[src/rtl/comp_job_dispatcher.sv]
// comp_job_dispatcher: upstream sequencer for the 8-bit two's-complement stage.
// Takes one operand over a valid/ready stream, issues it to the stage with a
// one-cycle start pulse, waits for a rising edge of done and presents the
// {operand, result} pair downstream. One job in flight; completed jobs counted.
// Optional feature macro: DISPATCH_TIMEOUT_EN (bounded WAIT with error completion).
module comp_job_dispatcher #(
  parameter int DATA_W         = 8,
  parameter int CNT_W          = 16,
  parameter int TIMEOUT_CYCLES = 64
) (
  input  logic              clk,
  input  logic              reset,
  input  logic              s_valid,
  output logic              s_ready,
  input  logic [DATA_W-1:0] s_data,
  output logic              c_start,
  output logic [DATA_W-1:0] c_in,
  input  logic [DATA_W-1:0] c_out,
  input  logic              c_done,
  output logic              m_valid,
  input  logic              m_ready,
  output logic [DATA_W-1:0] m_orig,
  output logic [DATA_W-1:0] m_data,
  output logic              m_err,
  output logic [CNT_W-1:0]  job_cnt,
  output logic              busy
);

  typedef enum logic [1:0] {
    IDLE  = 2'd0,
    ISSUE = 2'd1,
    WAIT  = 2'd2,
    HOLD  = 2'd3
  } state_t;

  state_t              state_r;
  state_t              state_s;
  logic                done_q_r;
  logic                done_edge_s;
  logic                timeout_s;
  logic                c_start_r;
  logic [DATA_W-1:0]   c_in_r;
  logic                m_valid_r;
  logic [DATA_W-1:0]   m_orig_r;
  logic [DATA_W-1:0]   m_data_r;
  logic                m_err_r;
  logic [CNT_W-1:0]    job_cnt_r;
  logic                busy_r;

  // A done level left high from the previous job must not complete a new one,
  // so completion is keyed on the rising edge only.
  assign done_edge_s = c_done && !done_q_r;

`ifdef DISPATCH_TIMEOUT_EN
  localparam int WC_W = $clog2(TIMEOUT_CYCLES) + 1;
  logic [WC_W-1:0] wait_cnt_r;

  // Count cycles spent in WAIT; cleared while issuing so each job starts at zero.
  always_ff @(posedge clk) begin
    if (!reset) begin
      wait_cnt_r <= {WC_W{1'b0}};
    end else if (state_r == ISSUE) begin
      wait_cnt_r <= {WC_W{1'b0}};
    end else if (state_r == WAIT) begin
      wait_cnt_r <= wait_cnt_r + WC_W'(1'b1);
    end else begin
      wait_cnt_r <= wait_cnt_r;
    end
  end

  assign timeout_s = (state_r == WAIT) && (wait_cnt_r == WC_W'(TIMEOUT_CYCLES - 1));
`else
  localparam int timeout_unused = TIMEOUT_CYCLES;
  assign timeout_s = 1'b0;
`endif

  // State register.
  always_ff @(posedge clk) begin
    if (!reset) begin
      state_r <= IDLE;
    end else begin
      state_r <= state_s;
    end
  end

  // Next-state logic for the single-job sequencer.
  always_comb begin
    state_s = state_r;
    case (state_r)
      IDLE: begin
        if (s_valid) state_s = ISSUE;
        else         state_s = IDLE;
      end
      ISSUE: state_s = WAIT;
      WAIT: begin
        if (done_edge_s || timeout_s) state_s = HOLD;
        else                          state_s = WAIT;
      end
      HOLD: begin
        if (m_ready) state_s = IDLE;
        else         state_s = HOLD;
      end
      default: state_s = IDLE;
    endcase
  end

  // Registered datapath: operand capture, start pulse, result capture, counter.
  always_ff @(posedge clk) begin
    if (!reset) begin
      done_q_r  <= 1'b0;
      c_start_r <= 1'b0;
      c_in_r    <= {DATA_W{1'b0}};
      m_valid_r <= 1'b0;
      m_orig_r  <= {DATA_W{1'b0}};
      m_data_r  <= {DATA_W{1'b0}};
      m_err_r   <= 1'b0;
      job_cnt_r <= {CNT_W{1'b0}};
      busy_r    <= 1'b0;
    end else begin
      done_q_r  <= c_done;
      c_start_r <= (state_r == IDLE) && s_valid;
      busy_r    <= (state_s != IDLE);
      case (state_r)
        IDLE: begin
          if (s_valid) c_in_r <= s_data;
        end
        WAIT: begin
          // A done edge coinciding with the timeout takes priority.
          if (done_edge_s) begin
            m_data_r  <= c_out;
            m_orig_r  <= c_in_r;
            m_err_r   <= 1'b0;
            m_valid_r <= 1'b1;
          end else if (timeout_s) begin
            m_data_r  <= {DATA_W{1'b0}};
            m_orig_r  <= c_in_r;
            m_err_r   <= 1'b1;
            m_valid_r <= 1'b1;
          end
        end
        HOLD: begin
          if (m_ready) begin
            m_valid_r <= 1'b0;
            job_cnt_r <= job_cnt_r + CNT_W'(1'b1);
          end
        end
        default: begin
        end
      endcase
    end
  end

  assign s_ready = (state_r == IDLE);
  assign c_start = c_start_r;
  assign c_in    = c_in_r;
  assign m_valid = m_valid_r;
  assign m_orig  = m_orig_r;
  assign m_data  = m_data_r;
  assign m_err   = m_err_r;
  assign job_cnt = job_cnt_r;
  assign busy    = busy_r;

endmodule

[config.mk]
export PLATFORM = sky130hd
export DESIGN_NAME = comp_job_dispatcher
export DESIGN_NICKNAME = d
export VERILOG_FILES = /design/src/rtl/comp_job_dispatcher.sv
export SDC_FILE = /design/constraint.sdc
export NUM_CORES = 1
export LEC_CHECK = 0
export BUFFER_PORTS_ARGS = -buffer_cell sky130_fd_sc_hd__buf_2
export CAP_MARGIN = 20
export CORE_AREA = 5 5 76 78
export DETAILED_ROUTE_END_ITERATION = 10
export DIE_AREA = 0 0 81 83
export MAX_ROUTING_LAYER = met4
export PLACE_DENSITY = 0.63
export REMOVE_ABC_BUFFERS = 1
export SYNTH_ARGS = -nofsm -noshare
export SYNTH_HDL_FRONTEND = slang
export SYNTH_SLANG_ARGS = --single-unit
export TNS_END_PERCENT = 20
[constraint.sdc]
create_clock -name clk -period 1.5 [get_ports clk]
set_clock_uncertainty 0.2 [all_clocks]
set_input_delay 0.225 -clock clk [delete_from_list [all_inputs] [get_ports clk]]
set_output_delay 0.225 -clock clk [all_outputs]
set_load 0.05 [all_outputs]
==> metrics.sh <==
YOSYSWARNINGS=0
SYNTHDISTINCTLIBCELLS=32
INITIAL_CORE_UTIL_PCT=36.26
YOSYS_REGISTER_BITS=46
SYNTH_TOP_CELL_AREA_SHARE_PCT=50.69
PATH_CLASS='reg -> out'
FIN_AREA_MM2=0.002750
CRITICAL_PATH.ENDPOINT_TYPE='primary output'
MOST_COMMON_CELL_IN_THE_NETLIST='sky130_fd_sc_hd__nand2_1'
RSZ_0062_RAISED_AFTER_GLOBAL_ROUTING='true'
PLACE_CONGESTION=0.8198
POWER.LEAKAGE_nW=1.228
N_ANTENNA_CELL=0
WORSTSETUPSTARTPOINTTYPE='register'
NUMPORTBUFFERS=64
DIE_Y_UM=83
CTS_HTREE_LEVELS=2
POST_SYNTH_INST_COUNT=210
GRT_USE_MET3_PCT=2.922
PLACEABLECOREAREA_MM2=0.005010
COUNT_OF_NETS_LEFT_WITH_ANTENNA_VIOLATIONS_AFTER_DETAIL_ROUTING=0
SETUP_TOTAL_NEGATIVE_SLACK_PS=0
CAP_VIOLATIONS=0
FINAL_MIN_PERIOD_OVER_CLOCK_PERIOD_PCT=99.24
SETUP_VIOL=0
RUN_STATUS='finished clean'
BUSIEST_LAYER='met2'
IO_PINS=66
GRT_UTIL_MET1_PCT=16.81
SYNTH_ENABLE_FLOP_CELLS=0
DRC=0
CRITICAL_PATH_PEAK_FANOUT=5
TIMING.FINAL.HOLD_VIOLATIONS=0
GRT_START_MAX_NET_PINS=21
FP.DIEAREA_MM2=0.006723
CLOCK_PATH_BUFFERS=2
GRT.OVERFLOW.TOTAL=0
CTS-BUFFERS-INSERTED=5
ROUTE.DETAILED.VIAS_PER_INST=4.574
DETAILED_PLACE.AREA_MM2=0.002338
HOLD_PATH_CLASS='in -> reg'
PLACE_WS_PS=-94.68
CTS-ROOT-BUF='sky130_fd_sc_hd__clkbuf_8'
FINALHOLDWORSTSLACK_PS=41.94
YOSYS-TOP-CELLS-COUNT='sky130_fd_sc_hd__nand2_1 (57), sky130_fd_sc_hd__dfxtp_1 (46), sky130_fd_sc_hd__a21oi_1 (26)'
FIN_CRIT_PS=1489
LAYOUT_SETUP_WS_PS=11.42
CLK_LATENCY_PS=300
REQUIRED_PS=1070
TIMING.CRITICAL_PATH.ARRIVAL_PS=1060
RATIO_OF_CELLS_WITH_DRIVE_ABOVE_1_IN_THE_FINAL_LAYOUT_PCT=40.89
FINAL_MAX_SLEW_VIOL_COUNT=0
FIRST_PASS_DRT_ITERATIONS=4
SEQ_AREA_FRAC_SYNTH_PCT=50.69
CTS.SINKS=46
POWER_DENSITY_mW_PER_MM2=879.7
AVGROUTEDWIREPERCELL_UM=12.30
MAX-VDD-IR-DROP_uV=462.2
GRT_FIRST_PASS_WIRELENGTH_MM=7.617
ROWS=26
INITIAL_ANTENNA_VIOLATION_COUNT=0
YS.FLOP_TYPE='sky130_fd_sc_hd__dfxtp_1'
GRT_USE_MET2_PCT=24.65
SYN_AVG_CELL_AREA_UM2=8.651
MAPPEDNETLISTAREA_MM2=0.001817
ASYNC_FLOP_SHARE_PCT=0
DIE-WIDTH_UM=81
PLACE_HPWL_MM=3.314
VIA_COUNT=1752
ROUTED_WL_MM=4.712
FINAL_LAYOUT_NET_COUNT=334
TRITONCTS='built'
BIGGEST_AREA_CONTRIBUTORS_IN_THE_SYNTHESIZED_NETLIST='sky130_fd_sc_hd__dfxtp_1 (51%), sky130_fd_sc_hd__nand2_1 (12%), sky130_fd_sc_hd__a21oi_1 (7.2%)'
DRT_FIRST_ITER_VIOLATIONS=71
FMAX_MHz=671.8
GRTUSAGETOTAL_PCT=14.72
NUMBER_OF_GLOBAL_ROUTE_VIAS_BEFORE_REPAIR=1631
CLK_TRANSITION_REPORTED_PATHS_PS=90
SYNTH_TOP_CELL_BY_AREA='sky130_fd_sc_hd__dfxtp_1'
LAYOUT-AREA-OVERHEAD-VS-SYNTH_PCT=51.38
## worst paths after layout
path | startpoint | end | slack, ps | cells past startpoint
max | state_r[0] | s_ready | 10 | 3
min | reset | job_cnt[14] | 40 | 3
max reg2reg | job_cnt[1] | job_cnt[12] | 40 | 5
min reg2reg | m_data[4] | m_data[4] | 250 | 2
## cell usage in the layout, fill, tap and decap left out, types with 3 or more instances in the layout
master / instances
sky130_fd_sc_hd__nor3_1: 5
sky130_fd_sc_hd__mux2i_1: 3
sky130_fd_sc_hd__clkbuf_8: 5
sky130_fd_sc_hd__nand2b_1: 3
sky130_fd_sc_hd__dfxtp_2: 11
sky130_fd_sc_hd__a21oi_1: 24
sky130_fd_sc_hd__nand2_1: 57
sky130_fd_sc_hd__xnor2_1: 10
sky130_fd_sc_hd__buf_2: 54
sky130_fd_sc_hd__buf_4: 28
sky130_fd_sc_hd__buf_6: 4
sky130_fd_sc_hd__nor2_1: 14
sky130_fd_sc_hd__nand3_1: 4
sky130_fd_sc_hd__dfxtp_1: 35
sky130_fd_sc_hd__dlygate4sd3_1: 17
sky130_fd_sc_hd__inv_1: 3
## kinds of logic after synthesis
| family | synth area share, % |
|---|---|
| AO/OA/AOI/OAI | 7.507 |
| XOR/XNOR | 5.785 |
| adder cells (fa/ha/maj) | 0.6886 |
| buffers and inverters | 4.132 |
| flip-flops | 50.69 |
| multiplexers | 1.653 |
| other | 0.2064 |
| AND/OR/NAND/NOR | 29.34 |
## timing repair
action / CTS / global route
resized for setup: 22 / 17
pin swaps: 3 / 3
setup buffers: 0 / 4
endpoints found under the hold margin: 17 / 0
cloned: 0 / 0
hold buffers: 17 / 0
endpoints found under the setup margin: 29 / 23
## registers in the layout, indices dropped and copies added (netlist names)
name / cells
busy: 1
c_in: 8
c_start: 1
done_q_r: 1
job_cnt: 16
m_data: 8
m_orig: 8
m_valid: 1
state_r: 2
## per-layer routing
| layer | routed length [µm] | share of wire (%) |
|---|---|---|
| met5 | 0 | 0 |
| met2 | 2459 | 52 |
| met1 | 1965 | 42 |
| met3 | 219 | 4.6 |
| met4 | 68 | 1.4 |
## layout make-up
| class | instances | area, µm² |
|---|---|---|
| Timing Repair Buffer | 107 | 745.7 |
| Clock inverter | 3 | 21.27 |
| Fill cell | 496 | 2260 |
| Multi-Input combinational cell | 149 | 880.8 |
| Tap cell | 70 | 87.58 |
| Sequential cell | 46 | 934.6 |
| Inverter | 3 | 11.26 |
| Clock buffer | 5 | 68.82 |
## power breakdown
| part | leakage [nW] | total, mW | internal (mW) | switching (mW) |
|---|---|---|---|---|
| Clock | 0.0441 | 0.750 | 0.327 | 0.423 |
| Combinational | 0.805 | 0.387 | 0.141 | 0.246 |
| Sequential | 0.379 | 1.28 | 1.26 | 0.0232 |
## per-stage QoR
stage | power [mW] | instances | util (%)
2_1_floorplan | 1.518 | 198 | -
5_1_grt | 2.538 | 383 | 54.90
3_5_place_dp | 1.635 | 354 | 46.68
4_1_cts | 2.462 | 379 | 53.10
6_report | 2.419 | 383 | 54.90
3_3_place_gp | 1.633 | 354 | 46.68
## critical path: stages (launching register included)
cell                      delay (ps)
sky130_fd_sc_hd__dfxtp_2         350
sky130_fd_sc_hd__buf_6           130
sky130_fd_sc_hd__nor2_4          140
sky130_fd_sc_hd__buf_8           160
(Power assumes the default switching activity.)
